### src/rtl/mux_nto1_stream_if.sv
// Stream bundle for the N:1 multiplexer: CHANNELS producer lanes in, one consumer lane out.
interface mux_nto1_stream_if #(
   parameter int WIDTH    = 8,
   parameter int CHANNELS = 4
);
   logic [CHANNELS*WIDTH-1:0] in_data;
   logic [CHANNELS-1:0]       in_valid;
   logic [CHANNELS-1:0]       in_ready;
   logic [WIDTH-1:0]          out_data;
   logic                      out_valid;
   logic                      out_ready;

   modport slave (
      input  in_data, in_valid, out_ready,
      output in_ready, out_data, out_valid
   );

   modport master (
      output in_data, in_valid, out_ready,
      input  in_ready, out_data, out_valid
   );
endinterface

### src/rtl/mux_nto1_stream.sv
// N:1 valid/ready multiplexer with a one-deep registered output.
// STATIC mode holds a commanded channel; SCAN mode round-robins with DWELL beats per channel.
module mux_nto1_stream #(
   parameter  int WIDTH    = 8,
   parameter  int CHANNELS = 4,
   parameter  int DWELL    = 4,
   localparam int SEL_W    = $clog2(CHANNELS)
) (
   input  logic              clk,
   input  logic              rst_n,
   mux_nto1_stream_if.slave  bus,
   input  logic              mode,
   input  logic [SEL_W-1:0]  sel_in,
   input  logic              sel_load,
   output logic [SEL_W-1:0]  cur_sel,
   output logic              sel_err
);
   localparam int               CNT_W     = (DWELL > 1) ? $clog2(DWELL) : 1;
   localparam logic [SEL_W-1:0] LAST_CH   = SEL_W'(CHANNELS - 1);
   localparam logic [CNT_W-1:0] LAST_BEAT = CNT_W'(DWELL - 1);

   typedef enum logic {ST_STATIC = 1'b0, ST_SCAN = 1'b1} state_t;

   state_t           state, state_nxt;
   logic [SEL_W-1:0] sel_nxt;
   logic [CNT_W-1:0] cnt, cnt_nxt;
   logic             err_nxt;
   logic [WIDTH-1:0] pick_data;
   logic             pick_valid, other_valid, sel_ok;
   logic             can_load, accept;
   logic [WIDTH-1:0] data_p1;
   logic             vld_p1;

   function automatic logic [SEL_W-1:0] next_chan(input logic [SEL_W-1:0] s);
      return (s == LAST_CH) ? '0 : s + SEL_W'(1);
   endfunction

   // Channel decode covers only k < CHANNELS, so unused select codes match nothing.
   always_comb begin
      pick_valid  = 1'b0;
      pick_data   = '0;
      other_valid = 1'b0;
      sel_ok      = 1'b0;
      for (int k = 0; k < CHANNELS; k++) begin
         if (cur_sel == SEL_W'(k)) begin
            pick_valid = bus.in_valid[k];
            pick_data  = bus.in_data[k*WIDTH +: WIDTH];
         end else if (bus.in_valid[k]) begin
            other_valid = 1'b1;
         end
         if (sel_in == SEL_W'(k)) sel_ok = 1'b1;
      end
   end

   assign can_load = !vld_p1 || bus.out_ready;
   assign accept   = pick_valid && can_load;

   always_comb begin
      bus.in_ready = '0;
      for (int k = 0; k < CHANNELS; k++) begin
         bus.in_ready[k] = (cur_sel == SEL_W'(k)) && can_load;
      end
   end

   always_comb begin
      state_nxt = mode ? ST_SCAN : ST_STATIC;
      sel_nxt   = cur_sel;
      cnt_nxt   = cnt;
      err_nxt   = 1'b0;
      case (state)
         ST_STATIC: begin
            cnt_nxt = '0;
            if (sel_load) begin
               if (sel_ok) sel_nxt = sel_in;
               else        err_nxt = 1'b1;
            end
         end
         ST_SCAN: begin
            err_nxt = sel_load;
            if (accept) begin
               if (cnt == LAST_BEAT) begin
                  sel_nxt = next_chan(cur_sel);
                  cnt_nxt = '0;
               end else begin
                  cnt_nxt = cnt + CNT_W'(1);
               end
            end else if (!pick_valid && other_valid) begin
               // Idle skip: current lane is empty but someone else has data.
               sel_nxt = next_chan(cur_sel);
               cnt_nxt = '0;
            end
         end
         default: ;
      endcase
   end

   always_ff @(posedge clk or negedge rst_n) begin
      if (!rst_n) begin
         state   <= ST_STATIC;
         cur_sel <= '0;
         cnt     <= '0;
         sel_err <= 1'b0;
      end else begin
         state   <= state_nxt;
         cur_sel <= sel_nxt;
         cnt     <= cnt_nxt;
         sel_err <= err_nxt;
      end
   end

   // Stage p1: output register
   always_ff @(posedge clk or negedge rst_n) begin
      if (!rst_n) begin
         vld_p1  <= 1'b0;
         data_p1 <= '0;
      end else if (accept) begin
         vld_p1  <= 1'b1;
         data_p1 <= pick_data;
      end else if (bus.out_ready) begin
         vld_p1  <= 1'b0;
      end
   end

   assign bus.out_data  = data_p1;
   assign bus.out_valid = vld_p1;
endmodule

### src/flat_wrapper.sv
// flat-port wrapper written by rule: the top's interface ports become plain ports
module mux_nto1_stream_flat 
#(
   parameter  int WIDTH    = 8,
   parameter  int CHANNELS = 4,
   parameter  int DWELL    = 4,
   localparam int SEL_W    = $clog2(CHANNELS)
)
  (clk, rst_n, mode, sel_in, sel_load, cur_sel, sel_err, bus_in_data, bus_in_valid, bus_out_ready, bus_in_ready, bus_out_data, bus_out_valid);
  mux_nto1_stream_if #(.WIDTH(WIDTH), .CHANNELS(CHANNELS)) bus_i ();
  input  logic clk;
  input  logic rst_n;
  input  logic mode;
  input  logic [SEL_W-1:0] sel_in;
  input  logic sel_load;
  output logic [SEL_W-1:0] cur_sel;
  output logic sel_err;
  input wire logic [$bits(bus_i.in_data)-1:0] bus_in_data;
  input wire logic [$bits(bus_i.in_valid)-1:0] bus_in_valid;
  input wire logic [$bits(bus_i.out_ready)-1:0] bus_out_ready;
  output wire logic [$bits(bus_i.in_ready)-1:0] bus_in_ready;
  output wire logic [$bits(bus_i.out_data)-1:0] bus_out_data;
  output wire logic [$bits(bus_i.out_valid)-1:0] bus_out_valid;
  assign bus_i.in_data = bus_in_data;
  assign bus_i.in_valid = bus_in_valid;
  assign bus_i.out_ready = bus_out_ready;
  assign bus_in_ready = bus_i.in_ready;
  assign bus_out_data = bus_i.out_data;
  assign bus_out_valid = bus_i.out_valid;
  mux_nto1_stream #(.WIDTH(WIDTH), .CHANNELS(CHANNELS), .DWELL(DWELL)) u_core (.clk(clk), .rst_n(rst_n), .bus(bus_i), .mode(mode), .sel_in(sel_in), .sel_load(sel_load), .cur_sel(cur_sel), .sel_err(sel_err));
endmodule
### config.mk
export PLATFORM = sky130hd
export DESIGN_NAME = mux_nto1_stream_flat
export DESIGN_NICKNAME = d
export VERILOG_FILES = /design/src/rtl/mux_nto1_stream_if.sv /design/src/rtl/mux_nto1_stream.sv /design/src/flat_wrapper.sv
export SDC_FILE = /design/constraint.sdc
export NUM_CORES = 1
export LEC_CHECK = 0
export BUFFER_PORTS_ARGS = -buffer_cell sky130_fd_sc_hd__clkbuf_2
export CORE_ASPECT_RATIO = 0.7
export CORE_UTILIZATION = 44
export CTS_BUF_LIST = sky130_fd_sc_hd__clkbuf_2
export DETAILED_ROUTE_END_ITERATION = 8
export PLACE_DENSITY = 0.81
export SETUP_SLACK_MARGIN = 0.15
export SLEW_MARGIN = 10
export SYNTH_ARGS = -nofsm -noshare
export SYNTH_HDL_FRONTEND = slang
export SYNTH_SLANG_ARGS = --single-unit
export TNS_END_PERCENT = 1
### constraint.sdc
create_clock -name clk -period 2.2 [get_ports clk]
set_input_delay 0.44 -clock clk [delete_from_list [all_inputs] [get_ports clk]]
set_output_delay 0.44 -clock clk [all_outputs]
set_load 0.005 [all_outputs]
After elaboration in Yosys (flattened, before gate mapping)
Cells that the tools add are included.
{ "totals": {"regBits": 15, "out_inout_bits": 16} }
{ "classes": {"add_sub_neg": 2, "n_eq_ne": 11, "n_mux": 37, "n_bitwise": 1, "reduce_logical": 13} }
{ "ops": {"columns": ["operator", "count"], "rows": [
  ["two-way mux 8 bit", 4],
  ["two-way mux 1 bit", 21],
  ["two-way mux 2 bit", 9],
  ["equality test 2 bit, second input constant", 5],
  ["one-hot mux 2 bit (2 select lines)", 2],
  ["logical AND 1 bit", 6],
  ["inequality test 3 bit, second input constant", 2],
  ["adder 2 x 1 -> 2 bit, second input constant", 2],
  ["equality test 2 x 1 -> 1 bit, second input constant", 2],
  ["logical NOT 2 bit", 2],
  ["AND reduction 4 bit", 1],
  ["logical NOT 1 bit", 2],
  ["inequality test 2 x 1 -> 1 bit, second input constant", 1],
  ["inequality test 2 bit, second input constant", 1],
  ["one-hot mux 1 bit (2 select lines)", 1],
  ["nonzero test 2 bit", 1],
  ["logical OR 1 bit", 1],
  ["inverter 1 bit", 1]
]} }

Logic depth before layout (Yosys ltp)
{ "logic_depth": {"ltp_word": 12, "depth_mapped": 10, "mapped_depth_nobuf": 7} }

Worst setup path before layout
OpenSTA, ideal clock, no wires.
{ "synth_timing": {"path_type": "reg2reg", "startpoint": "register u_core.cur_sel[0]", "endpoint": "register u_core.cur_sel[0]", "arrival_time_ns": 2.025, "path_slack_ns": 0.095, "stages_incl_launch_ff": 9, "path_cell_list": "dfrtp_1 > inv_1 > ha_1 > buf_6 > nor3b_1 > a211o_4 > mux2_4 > a211oi_4 > mux2i_1"} }
{ "synth_between": {"elab_chain_len": 11, "elab_cells_between_ends": 27} }
{ "synth_lines": {"columns": ["item", "line", "rtl"], "rows": [
  ["start: declaration", "mux_nto1_stream.sv:15", "output logic [SEL_W-1:0] cur_sel,"],
  ["start signal: assignment", "mux_nto1_stream.sv:105", "cur_sel <= sel_nxt;"],
  ["logical NOT 2 bit", "mux_nto1_stream.sv:45", "if (cur_sel == SEL_W'(k)) begin"],
  ["two-way mux 1 bit", "mux_nto1_stream.sv:45", null],
  ["two-way mux 1 bit", "mux_nto1_stream.sv:48", "end else if (bus.in_valid[k]) begin"],
  ["two-way mux 1 bit", "mux_nto1_stream.sv:45", null],
  ["two-way mux 1 bit", "mux_nto1_stream.sv:48", null],
  ["two-way mux 1 bit", "mux_nto1_stream.sv:45", null],
  ["two-way mux 1 bit", "mux_nto1_stream.sv:48", null],
  ["two-way mux 1 bit", "mux_nto1_stream.sv:45", null],
  ["logical AND 1 bit", "mux_nto1_stream.sv:87", "end else if (!pick_valid && other_valid) begin"],
  ["inequality test 3 bit (no line)", null, null],
  ["AND reduction 4 bit (no line)", null, null]
]} }
Parallel ways exist; a longest one is shown, timed or not. The select of a mux whose other input is x is not followed.
A chain may end at the register's enable or synchronous reset.

Worst setup path after layout
{ "layout_timing": {"startpoint": "register u_core.cur_sel[1]", "endpoint": "register u_core.cnt[0]"} }
{ "layout_between": {"elab_chain_len": 10, "elab_cells_between_ends": 21} }
{ "layout_lines": {"columns": ["item", "line", "rtl"], "rows": [
  ["logical NOT 2 bit", "mux_nto1_stream.sv:45", null],
  ["two-way mux 1 bit", "mux_nto1_stream.sv:45", null],
  ["two-way mux 1 bit", "mux_nto1_stream.sv:48", null],
  ["two-way mux 1 bit", "mux_nto1_stream.sv:45", null],
  ["two-way mux 1 bit", "mux_nto1_stream.sv:48", null],
  ["two-way mux 1 bit", "mux_nto1_stream.sv:45", null],
  ["two-way mux 1 bit", "mux_nto1_stream.sv:48", null],
  ["two-way mux 1 bit", "mux_nto1_stream.sv:45", null],
  ["logical AND 1 bit", "mux_nto1_stream.sv:87", null],
  ["inequality test 3 bit (no line)", null, null],
  ["end signal: assignment", "mux_nto1_stream.sv:106", "cnt <= cnt_nxt;"],
  ["end: declaration", "mux_nto1_stream.sv:26", "logic [CNT_W-1:0] cnt, cnt_nxt;"]
]} }
Parallel ways exist; a longest one is shown, timed or not.

==> results.cfg <==
[critical_path]
crit_required_ps = 2430
path_max_fanout = 7
end_kind = flop
critPathLaunchType = flop
crit_type = reg -> reg
crit_arrival_ps = 2350

[timing]
finalHoldViolations = 0
rsz0062_at_grt = true
final.setup.tns_ps = 0
period_share = 0.965
final-setup-viol-count = 0
timing.fmax_mhz = 471
fin_skew_ps = 0.620
timing.slew.headroom = 0.566
worstMarginPinSlew_ps = 635
post-route-min-period_ps = 2120
finalMaxSlewViolations = 0

[clock_network]
cts_buffers = 3
cts.htree.levels = 1
cts_tree = built
clk_latency_ps = 300
cts.sinks = 15
cts_root_buffer = clkbuf_2
postCtsHoldBufs = 0
cts_max_path_buffers = 2
path_clk_slew_ps = 160

[route]
routed_wl_um = 2760
drt.antenna.violating_nets = 0
vias = 1105
first_iter_violations = 41
via_per_inst = 5.29
drcViolationCount = 0
drtPass1Iterations = 5
wl_per_cell_um = 13.2

[pwr]
peakVddDrop_mv = 0.711
powerDensity_nw_per_um2 = 1360
leakage_nw = 0.717

[place]
place_congestion = 0.861
port_buffers = 58
hpwl_um = 2140

[floorplan]
row_count = 14
ioPinCount = 59
die_area_um2 = 2460
initial_utilization = 0.466
fp.coreArea_um2 = 2140
die_h_um = 41.8
die_x_um = 58.9

[grt]
top_usage_layer = met2
grt_pass1_vias = 1031
use_met1 = 0.321
grt_max_degree = 18
grt_usage = 0.245
grt_pass1_wl_um = 4480
use_met2 = 0.375
grtUsageMet3 = 0.0374
antenna_found_initial = 0
grt_overflow = 0

[cells_and_area]
nFillCells = 175
drive_gt1_frac = 0.486
area_growth_pct = 43.3
num_antenna_cells = 0
finalNetCount = 226
final_core_util = 0.668

[yosys]
synthCells = 114
synth_edf_count = 0
synth_area_um2 = 996
synth_seq_area_share = 0.377
ys_top_cells_by_area = dfrtp_1 (38%), a221oi_1 (7.0%), ha_1 (6.3%)
synth_top_cell_area_share = 0.377
yosys_warnings = 0
dominantRegCellSynth = dfrtp_1
yosys.cell_count.top_type = dfrtp_1
synth-async-reset-ratio = 1.00
synth_nets = 162
synth_area_per_cell_um2 = 8.74
synthDistinctLibCells = 28
synth_seq_cells = 15
yosys.area.top_type = dfrtp_1
synth_commonest_cells = dfrtp_1 (15), nand2_1 (11), a21oi_1 (10), nor2_1 (10), nor3_1 (10)

[min_path]
hp-class = in -> async

[status]
status = finished, final reports clean

[flow_run]
max-cap-violations = 0
[registers in the layout, indices dropped and copies added (netlist names)]
name	count
u_core.bus.out_data	8
u_core.cur_sel	2
u_core.cnt	2
u_core.bus.out_valid	1
u_core.sel_err	1
u_core.state	1
[cell families (layout without fill, tap and decap cells)]
| family | count (synthesis) | in the layout | synth area share |
|---|---|---|---|
| AO/OA/AOI/OAI | 32 | 32 | 0.231 |
| multiplexers | 4 | 4 | 0.0452 |
| flip-flops | 15 | 15 | 0.377 |
| buffers and inverters | 11 | 74 | 0.0540 |
| adder cells (fa/ha/maj) | 5 | 5 | 0.0628 |
| AND/OR/NAND/NOR | 47 | 47 | 0.230 |
[power breakdown]
part	internal, W	leakage (nW)	switching, W	total, W
clock	0.0000482	0.0166	0.000102	0.000150
sequential	0.000392	0.186	0.0000953	0.000488
combinational	0.000631	0.514	0.000675	0.00131
[worst max-delay path: stages (launching register included)]
cell and delay, ps:
dfrtp_2 490, inv_4 90, ha_4 150, buf_4 150, nor2b_1 50, a2111oi_0 570
mux2_4 290, buf_4 110, nand3_1 60, o31ai_1 70
[stage by stage]
stage	total power [W]	setup WS (ps)	instance area [um2]	std cells	hold WS, ps
floorplan	0.00128	179	998	114	144
global placement	0.00157	130	1330	202	368
detailed placement	0.00163	42.3	1330	202	382
CTS	0.00188	30.7	1400	209	40.8
global route	0.00211	4.91	1430	209	34.0
finish	0.00194	76.3	1430	209	20.9
[placed cells by master (no fill, tap or decap), drive strengths merged, types with 4 or more instances in the layout]
| cell type | netlist | final |
|---|---|---|
| inv | 4 | 4 |
| o21ai | 8 | 8 |
| nor2 | 10 | 10 |
| nor3 | 10 | 10 |
| nand2 | 11 | 11 |
| a21oi | 10 | 10 |
| a221oi | 8 | 8 |
| and2 | 4 | 4 |
| clkbuf | 4 | 62 |
| ha | 5 | 5 |
| nor2b | 5 | 5 |
| buf | 3 | 8 |
| dfrtp | 15 | 15 |
[what timing repair did]
action | 4_1_cts | 5_1_grt
pin swaps | 2 | 2
gates resized for setup | 7 | 7
setup endpoints to repair | 6 | 12
buffers inserted | 3 | 0
hold endpoints to repair | 0 | 0
[metal layers]
metal	wire length, um	part of all wire	up-vias
met5	0	0	-
li1	-	-	533
met1	1200	0.43	510
met3	180	0.065	8
met4	83	0.030	0
met2	1300	0.47	54
[area by class of cell]
class,instances,area [um2],area share
clock buffers,4,20.0,0.0140
inverters,4,20.0,0.0140
multi-input cells,88,619,0.434
flip-flops and latches,15,378,0.265
well taps,32,40.0,0.0280
repair buffers,66,350,0.245
[path summary, 6_finish.rpt]
check	startpoint	to	slack (ps)	cells after the start
worst min-delay path	rst_n	u_core.bus.out_data[2]	20	1
min in group clk	mode	u_core.state	220	1
worst min register to register	u_core.bus.out_data[4]	u_core.bus.out_data[4]	500	2
max in group asynchronous	rst_n	u_core.cur_sel[0]	1880	1
worst max-delay path	u_core.cur_sel[1]	u_core.cnt[0]	80	9
worst max register to register	u_core.cur_sel[1]	u_core.cnt[0]	80	9
Power figures use the tool's default switching activity.
